### src/rtl/clk_tick_gen_pkg.sv
// Shared constants and helpers for the programmable clock-tick generator.
// Divisor presets assume a 100 MHz system clock.
package clk_tick_gen_pkg;

    localparam int unsigned DEF_DIV_1KHZ = 100000;
    localparam int unsigned DIV_1HZ      = 100000000;
    localparam int unsigned DIV_60HZ     = 1666667;
    localparam int          W_DEFAULT    = 28;

    // Widest divisor the helper supports; channel widths must not exceed it.
    localparam int          W_MAX        = 63;

    // Number of high cycles per period, ceil(D/2), computed one bit wider than D
    // so that the all-ones divisor does not wrap to zero.
    function automatic logic [W_MAX:0] half_hi(input logic [W_MAX-1:0] d);
        return ({1'b0, d} + 64'd1) >> 1;
    endfunction

endpackage

### src/rtl/clk_tick_chan.sv
// One divider channel: counter, active and shadow divisor, registered div_clk/tick.
// CLK_TICK_GEN_SYNC_EN adds a sync input that phase-aligns the channel.
module clk_tick_chan
    import clk_tick_gen_pkg::*;
#(
    parameter int          W       = W_DEFAULT,
    parameter int unsigned DEF_DIV = DEF_DIV_1KHZ
) (
    input  logic         clk,
    input  logic         rst_n,
    input  logic         en,
`ifdef CLK_TICK_GEN_SYNC_EN
    input  logic         sync,
`endif
    input  logic         wr,
    input  logic [W-1:0] wr_val,
    output logic         pending,
    output logic         div_clk,
    output logic         tick
);

    localparam logic [W-1:0] RST_DIV = W'(DEF_DIV);

    logic [W-1:0] cnt;
    logic [W-1:0] d;
    logic [W-1:0] shadow;
    logic [W-1:0] next_d;
    logic [W:0]   half;
    logic         idle;
    logic         wrap;
    logic         apply;
    logic         align;

`ifdef CLK_TICK_GEN_SYNC_EN
    assign align = sync;
`else
    assign align = 1'b0;
`endif

    // NOTE: every signal assigned here gets a value on every path, so no latch is inferred.
    always_comb begin
        half   = (W+1)'(half_hi(W_MAX'(d)));
        idle   = !en || (d == '0);
        wrap   = (d != '0) && (cnt == d - W'(1));
        apply  = pending && (idle || align || wrap);
        next_d = apply ? shadow : d;
    end

    // NOTE: state updates use non-blocking assignments so every register samples pre-edge values.
    always_ff @(posedge clk or negedge rst_n) begin
        if (!rst_n) begin
            cnt     <= '0;
            d       <= RST_DIV;
            shadow  <= RST_DIV;
            pending <= 1'b0;
            div_clk <= 1'b0;
            tick    <= 1'b0;
        end else begin
            // A write on the apply edge lands in the shadow after the old shadow is consumed.
            if (wr) begin
                shadow  <= wr_val;
                pending <= 1'b1;
            end else if (apply) begin
                pending <= 1'b0;
            end
            d <= next_d;

            if (idle) begin
                cnt     <= '0;
                div_clk <= 1'b0;
                tick    <= 1'b0;
            end else if (align) begin
                cnt     <= '0;
                div_clk <= (next_d != '0);
                tick    <= 1'b0;
            end else begin
                div_clk <= ({1'b0, cnt} < half);
                tick    <= wrap;
                cnt     <= wrap ? '0 : cnt + W'(1);
            end
        end
    end

endmodule

### src/rtl/clk_tick_gen.sv
// Multi-channel programmable clock divider / tick generator with glitch-free divisor updates.
// Define CLK_TICK_GEN_SYNC_EN to add a global sync input that phase-aligns all channels.
module clk_tick_gen
    import clk_tick_gen_pkg::*;
#(
    parameter  int          CH      = 4,
    parameter  int          W       = W_DEFAULT,
    parameter  int unsigned DEF_DIV = DEF_DIV_1KHZ,
    localparam int          SW      = (CH > 1) ? $clog2(CH) : 1
) (
    input  logic          clk,
    input  logic          rst_n,
    input  logic [CH-1:0] en,
`ifdef CLK_TICK_GEN_SYNC_EN
    input  logic          sync,
`endif
    input  logic          div_wr,
    input  logic [SW-1:0] div_sel,
    input  logic [W-1:0]  div_val,
    output logic [CH-1:0] div_pending,
    output logic [CH-1:0] div_clk,
    output logic [CH-1:0] tick
);

    logic [CH-1:0] wr_vec;

    // Selects at or beyond CH match no channel, so such writes are dropped.
    always_comb begin
        wr_vec = '0;
        for (int c = 0; c < CH; c++) begin
            wr_vec[c] = div_wr && (int'(div_sel) == c);
        end
    end

    for (genvar c = 0; c < CH; c++) begin : g_chan
        clk_tick_chan #(
            .W       (W),
            .DEF_DIV (DEF_DIV)
        ) u_chan (
            .clk     (clk),
            .rst_n   (rst_n),
            .en      (en[c]),
`ifdef CLK_TICK_GEN_SYNC_EN
            .sync    (sync),
`endif
            .wr      (wr_vec[c]),
            .wr_val  (div_val),
            .pending (div_pending[c]),
            .div_clk (div_clk[c]),
            .tick    (tick[c])
        );
    end

endmodule
### config.mk
export PLATFORM = sky130hd
export DESIGN_NAME = clk_tick_gen
export DESIGN_NICKNAME = d
export VERILOG_FILES = /design/src/rtl/clk_tick_gen_pkg.sv /design/src/rtl/clk_tick_chan.sv /design/src/rtl/clk_tick_gen.sv
export SDC_FILE = /design/constraint.sdc
export NUM_CORES = 1
export LEC_CHECK = 0
export BUFFER_PORTS_ARGS = -buffer_cell sky130_fd_sc_hd__buf_2
export CELL_PAD_IN_SITES_DETAIL_PLACEMENT = 0
export CELL_PAD_IN_SITES_GLOBAL_PLACEMENT = 2
export CORE_MARGIN = 2
export CORE_UTILIZATION = 45
export CTS_CLUSTER_DIAMETER = 150
export CTS_CLUSTER_SIZE = 30
export DETAILED_ROUTE_END_ITERATION = 10
export PLACE_DENSITY = 0.89
export SKIP_LAST_GASP = 1
export SLEW_MARGIN = 10
export SYNTH_ARGS = -nofsm -noshare
export SYNTH_HDL_FRONTEND = slang
export SYNTH_SLANG_ARGS = --single-unit
### constraint.sdc
create_clock -name clk -period 6.3 [get_ports clk]
set_clock_uncertainty 0.1 [all_clocks]
set_input_delay 0.315 -clock clk [delete_from_list [all_inputs] [get_ports clk]]
set_output_delay 0.315 -clock clk [all_outputs]
set_load 0.05 [all_outputs]
==> impl_metrics.env, run 1 <==
export IMPL_hpwl_um=39000
export IMPL_clock_root_buffer="clkbuf_16"
export IMPL_dp_cells=2870
export IMPL_synth_enable_flop_cells=0
export IMPL_p_sw_mw=2.78
export IMPL_yosysTopAreaCellShare=0.331
export IMPL_synth_net_count=2443
export IMPL_seqPwrFrac=0.499
export IMPL_final_common_cell="dfrtp_1"
export IMPL_max_slew_worst_pin_slew_ns=1.19
export IMPL_setup_viol=0
export IMPL_grt_max_degree=167
export IMPL_synth_largest_area_cell="dfrtp_1"
export IMPL_crit_type="flip-flop to flip-flop"
export IMPL_first_pass_iters=5
export IMPL_drt_iter0_markers=1068
export IMPL_end_kind="flip-flop"
export IMPL_instances_no_fill=2900
export IMPL_io_pins=49
export IMPL_hold_class="input port to flip-flop"
export IMPL_slew_violations=0
export IMPL_htreeDepth=1
export IMPL_relSlewSlack=0.202
export IMPL_swShare=0.387
export IMPL_portBuffers=48
export IMPL_fin_setup_tns_ns=0
export IMPL_fin_crit_sh=0.703
export IMPL_yosys_most_used_dff="dfrtp_1"
export IMPL_hold_viol=0
export IMPL_cts_buffer_depth=3
export IMPL_syn_area_mm2=0.0227
export IMPL_die_area_mm2=0.0521
export IMPL_cts_resized=0
export IMPL_gp_congestion=0.883
export IMPL_synth_cell_types=80
export IMPL_ys_seq_area_frac=0.387
export IMPL_rsz0062_at_grt="false"
export IMPL_crit_fanout=30
export IMPL_cellPowerDensity_mw_per_mm2=304
export IMPL_p_int_mw=4.41
export IMPL_vias=16210
export IMPL_rows=82
export IMPL_die_w_um=228
export IMPL_grt_remaining_overflow=0
export IMPL_syn_to_final_growth_pct=4.40
export IMPL_status="finished clean"
export IMPL_clock_sinks=348
export IMPL_vdd_ir_drop_max_mv=0.192
export IMPL_wirelength_um=52600
export IMPL_clk_insertion_delay_late_ns=0.55
export IMPL_worstPathRequired_ns=6.62
export IMPL_postRouteAntennaNets=0
export IMPL_synthCells=2282
export IMPL_max_cap_viol_count=0
export IMPL_drive_gt1_frac=0.150
export IMPL_min_period_ns=4.43
export IMPL_drc=0
export IMPL_grt_pass1_vias=15956
export IMPL_synthArstFlopShare=1.00
export IMPL_fill_cells=4797
export IMPL_wl_per_cell_um=18.1
export IMPL_clk_pin_slew_worst_paths_ns=0.12
export IMPL_ctsHoldBuffers=2
export IMPL_fmax_ghz=0.226
export IMPL_initial_utilization=0.453
export IMPL_synth_area_leaders="dfrtp_1 33%, mux2_2 7.9%, ha_1 6.8%, xor2_1 6.7%, xnor2_1 6.6%"
export IMPL_postCtsSetupBuffers=0
export IMPL_syn_avg_cell_area_um2=9.93
export IMPL_yosys_warnings=0
export IMPL_grt_use_total=0.201
export IMPL_pwr_share_comb=0.335
export IMPL_antenna_found_initial=8
export IMPL_cts_tree="built"
export IMPL_fin_nets=2378
export IMPL_synth_seq_cells=348
export IMPL_leakage_nw=9.90
export IMPL_start_kind="flip-flop"
export IMPL_vias_per_cell=5.59
export IMPL_grt_pass1_wl_um=86100
export IMPL_coreArea_mm2=0.0500
export IMPL_crit_arrival_ns=4.75
export IMPL_mostFrequentLayoutCells="300 x dfrtp_1, 242 x nor2_1, 172 x xor2_1, 171 x xnor2_1, 159 x mux2_2"
export IMPL_cts_buffers=15
export IMPL_pwr_share_clk=0.166
export IMPL_fp_dieH_um=228
## power groups by stage
stage | combinational (mW) | clock (mW) | sequential [mW]
after global placement | 2.33 | 0 | 3.61
after detailed placement | 2.39 | 0 | 3.63
after floorplan | 2.42 | 0 | 2.97
after global routing | 2.69 | 1.31 | 3.69
after CTS | 2.41 | 1.24 | 3.59
final | 2.41 | 1.19 | 3.59
## cell families (layout without fill, tap and decap cells)
family / Yosys count / count (layout) / synth area share
xor+xnor: 343 / 343 / 0.133
mux: 243 / 243 / 0.123
fa+ha+maj: 124 / 124 / 0.0685
buf+inv: 175 / 119 / 0.0338
compound gates: 207 / 207 / 0.0616
other cells: 0 / 2 / 0
flops: 348 / 348 / 0.387
simple gates: 842 / 842 / 0.193
## area by class of cell
| cell class | count | area (um^2) | area share |
|---|---|---|---|
| well taps | 672 | 841 | 0.0356 |
| diodes | 2 | 5.00 | 0.000212 |
| flip-flops and latches | 348 | 8770 | 0.371 |
| clock buffers | 23 | 405 | 0.0171 |
| inverters | 34 | 128 | 0.00540 |
| multi-input cells | 1759 | 13100 | 0.555 |
| clock inverters | 3 | 25.0 | 0.00106 |
| repair buffers | 59 | 350 | 0.0148 |
## synthesized netlist by cell type (5+ instances only)
| cell | instances |
|---|---|
| a2111oi_0 | 6 |
| a211oi_1 | 8 |
| a21o_1 | 39 |
| a21oi_1 | 44 |
| a31oi_1 | 13 |
| a41oi_1 | 5 |
| and2_1 | 14 |
| and3_1 | 47 |
| and4_1 | 9 |
| buf_1 | 13 |
| buf_2 | 18 |
| buf_4 | 15 |
| clkbuf_1 | 91 |
| dfrtp_1 | 300 |
| dfstp_2 | 48 |
| ha_1 | 124 |
| inv_1 | 33 |
| mux2_1 | 49 |
| mux2_2 | 159 |
| mux2_4 | 20 |
| mux2i_1 | 15 |
| nand2_1 | 144 |
| nand2b_1 | 21 |
| nand3_1 | 94 |
| nand3b_1 | 7 |
| nand4_1 | 77 |
| nor2_1 | 242 |
| nor2b_1 | 34 |
| nor3_1 | 42 |
| nor3b_1 | 6 |
| nor4_1 | 28 |
| nor4_4 | 5 |
| nor4b_1 | 10 |
| o21ai_0 | 43 |
| o22ai_1 | 5 |
| or2_2 | 8 |
| or3_1 | 16 |
| or4_1 | 10 |
| xnor2_1 | 171 |
| xor2_1 | 172 |
## metrics by stage
step	setup slack, ns	utilization	cell area, um^2	total power, mW	hold WS [ns]
after floorplan	2.61	-	22700	5.38	-0.0806
after global placement	1.87	0.464	23200	5.94	0.346
after detailed placement	1.85	0.464	23200	6.02	0.361
after CTS	1.81	0.473	23600	7.24	0.0149
after global routing	1.42	0.473	23600	7.69	0.0244
final	1.87	0.473	23600	7.19	0.0398
## routing by layer
| metal | vias up | GRT usage | routed length [um] |
|---|---|---|---|
| met5 | - | 0 | 0 |
| met4 | 0 | 0.0347 | 796 |
| met3 | 46 | 0.0202 | 1780 |
| met2 | 265 | 0.335 | 24500 |
| met1 | 8050 | 0.287 | 25600 |
| li1 | 7849 | - | - |
## flip-flops by register name, summed over array words and instances (netlist names)
name / flops
g_chan.u_chan.d: 112
g_chan.u_chan.div_clk: 4
g_chan.u_chan.pending: 4
g_chan.u_chan.shadow: 112
g_chan.u_chan.tick: 4
g_chan.u_chan.cnt: 112
## path summary, 6_finish.rpt
kind	slack, ns	to	cells after the start	from
worst max-delay path	1.87	g_chan[2].u_chan.d[8]	12	g_chan[2].u_chan.d[0]
worst min-delay path	0.04	g_chan[0].u_chan.shadow[7]	2	div_val[7]
worst max register to register	1.87	g_chan[2].u_chan.d[8]	12	g_chan[2].u_chan.d[0]
worst min register to register	0.39	g_chan[0].u_chan.d[19]	1	g_chan[0].u_chan.shadow[19]
max in group asynchronous	4.25	g_chan[2].u_chan.shadow[14]	3	rst_n
min in group asynchronous	0.33	g_chan[1].u_chan.cnt[25]	2	rst_n
## critical path, cell delays in order (launching register included)
cell     delay [ns]
dfrtp_1        0.50
inv_1          0.12
ha_1           0.19
or3b_2         0.54
nor4_4         0.33
or4b_2         0.63
xnor2_1        0.15
nor2_1         0.12
nand4_1        0.14
o31ai_4        0.20
buf_4          0.34
nand2_2        0.46
mux2_1         0.47
Power figures use the tool's default switching activity.
==> inputs of run 2 (changes only) <==
CORE_UTILIZATION = 42   (was 45)
PLACE_DENSITY = 0.84   (was 0.89)
clock period = 4.65 ns   (was 6.3 ns; I/O delays follow)
==> impl_metrics.env, run 2 (synthesis gave the netlist of run 1 again) <==
export IMPL_status="finished clean"
export IMPL_final_common_cell="dfrtp_1"
export IMPL_grt_pass1_vias=15983
export IMPL_max_cap_viol_count=0
export IMPL_fp_dieH_um=236
export IMPL_coreArea_mm2=0.0536
export IMPL_grt_max_degree=132
export IMPL_leakage_nw=10.1
export IMPL_antenna_found_initial=5
export IMPL_postCtsSetupBuffers=0
export IMPL_gp_congestion=0.882
export IMPL_syn_to_final_growth_pct=6.37
export IMPL_die_w_um=236
export IMPL_crit_fanout=28
export IMPL_cellPowerDensity_mw_per_mm2=409
export IMPL_start_kind="flip-flop"
export IMPL_portBuffers=48
export IMPL_cts_tree="built"
export IMPL_crit_arrival_ns=4.60
export IMPL_setup_viol=0
export IMPL_clk_pin_slew_worst_paths_ns=0.12
export IMPL_final_core_utilization=0.449
export IMPL_cts_buffers=15
export IMPL_wirelength_um=54100
export IMPL_top_regs="g_chan.u_chan.cnt x112, g_chan.u_chan.d x112, g_chan.u_chan.shadow x112"
export IMPL_htreeDepth=1
export IMPL_wl_per_cell_um=18.2
export IMPL_drt_iter0_markers=1048
export IMPL_rows=85
export IMPL_end_kind="flip-flop"
export IMPL_ctsHoldBuffers=28
export IMPL_crit_type="flip-flop to flip-flop"
export IMPL_crit_chain="inv_1 -> ha_1 -> or3b_2 -> nor4_4 -> nand4b_1 -> mux2i_1 -> mux2i_1 -> o21ai_0 -> nor4_4 -> o21ai_4 -> mux2_2"
export IMPL_cp_slowest_stage_delay_ns=0.91
export IMPL_min_period_ns=4.28
export IMPL_grt_use_total=0.194
export IMPL_pre_cts_slack_ns=0.369
export IMPL_drc=0
export IMPL_swShare=0.386
export IMPL_p_int_mw=6.05
export IMPL_fin_crit_sh=0.920
export IMPL_grt_pass1_wl_um=88400
export IMPL_hold_slack_ns=0.00702
export IMPL_instances_no_fill=2967
export IMPL_pwr_share_clk=0.163
export IMPL_fin_nets=2424
export IMPL_fmax_ghz=0.234
export IMPL_grt_remaining_overflow=0
export IMPL_worstPathRequired_ns=4.98
export IMPL_dp_cells=2914
export IMPL_fin_setup_tns_ns=0
export IMPL_clock_root_buffer="clkbuf_16"
export IMPL_max_slew_worst_pin_slew_ns=1.18
export IMPL_cts_resized=0
export IMPL_clock_sinks=348
export IMPL_postRouteAntennaNets=0
export IMPL_hold_class="input port to flip-flop"
export IMPL_p_sw_mw=3.80
export IMPL_seqPwrFrac=0.487
export IMPL_drive_gt1_frac=0.156
export IMPL_vdd_ir_drop_max_mv=0.265
export IMPL_relSlewSlack=0.212
export IMPL_die_area_mm2=0.0558
export IMPL_initial_utilization=0.423
export IMPL_first_pass_iters=5
export IMPL_setup_slack_ns=0.373
export IMPL_pwr_share_comb=0.349
export IMPL_vias=16293
export IMPL_cts_buffer_depth=3
export IMPL_rsz0062_at_grt="false"
export IMPL_clk_insertion_delay_late_ns=0.54
export IMPL_mostFrequentLayoutCells="300 x dfrtp_1, 242 x nor2_1, 172 x xor2_1, 171 x xnor2_1, 159 x mux2_2"
export IMPL_hold_viol=0
export IMPL_hpwl_um=40400
export IMPL_vias_per_cell=5.49
export IMPL_cpMaxStageDelayCell="o21ai_4"
export IMPL_slew_violations=0
export IMPL_io_pins=49
## run 2: changes by cell type in the layout (fill, tap and decap cells not counted), sizes merged
cell and change:
dlygate4sd3 +26, buf +20, inv -1, clkbuf -1
diode -1
## run 2: worst paths after layout
check,from,to,slack [ns],cells past startpoint
setup / recovery,g_chan[1].u_chan.d[0],g_chan[1].u_chan.d[4],0.37,11
hold / removal,div_val[0],g_chan[0].u_chan.shadow[0],0.007,2
setup reg to reg,g_chan[1].u_chan.d[0],g_chan[1].u_chan.d[4],0.37,11
hold reg to reg,g_chan[2].u_chan.shadow[18],g_chan[2].u_chan.d[18],0.39,1
max in group asynchronous,rst_n,g_chan[0].u_chan.pending,2.97,3
min in group asynchronous,rst_n,g_chan[1].u_chan.d[25],0.24,2
## run 2: final cells by class
cell class | instances | area [um^2]
sequential | 348 | 8770
tap | 696 | 871
timing repair buffer | 105 | 773
inverter | 34 | 128
fill | 5180 | 29500
clock buffer | 22 | 412
multi-input combinational | 1759 | 13100
antenna | 1 | 2.50
clock inverter | 2 | 13.8
## run 2: power by group through the flow
stage | combinational (mW) | clock, mW | sequential [mW]
2_1_floorplan | 3.27 | 0 | 4.02
3_3_place_gp | 3.33 | 0 | 4.83
3_5_place_dp | 3.41 | 0 | 4.86
4_1_cts | 3.45 | 1.68 | 4.80
5_1_grt | 3.85 | 1.77 | 4.94
6_report | 3.44 | 1.61 | 4.80
## run 2: per-stage QoR
stage / cell area [um^2] / power [mW]
after floorplan: 22700 / 7.29
after global placement: 23400 / 8.16
after detailed placement: 23400 / 8.27
after CTS: 24100 / 9.93
after global routing: 24100 / 10.6
final: 24100 / 9.86
## run 2: worst max-delay path: cells and delay by family (launching register included)
family,cells,cell delay (ns)
muxes,3,0.71
DFF,1,0.52
adders and majority gates,1,0.21
AOI/OAI and AO/OA,2,1.26
and+or+nand+nor,4,1.22
buffers and inverters,1,0.13
## run 2: routing by layer
| layer | global-route usage | vias to the layer above | part of all wire |
|---|---|---|---|
| met5 | 0 | - | 0 |
| met3 | 0.0170 | 37 | 0.026 |
| met1 | 0.281 | 8130 | 0.50 |
| met2 | 0.322 | 203 | 0.46 |
| met4 | 0.0290 | 0 | 0.013 |
| li1 | - | 7923 | - |
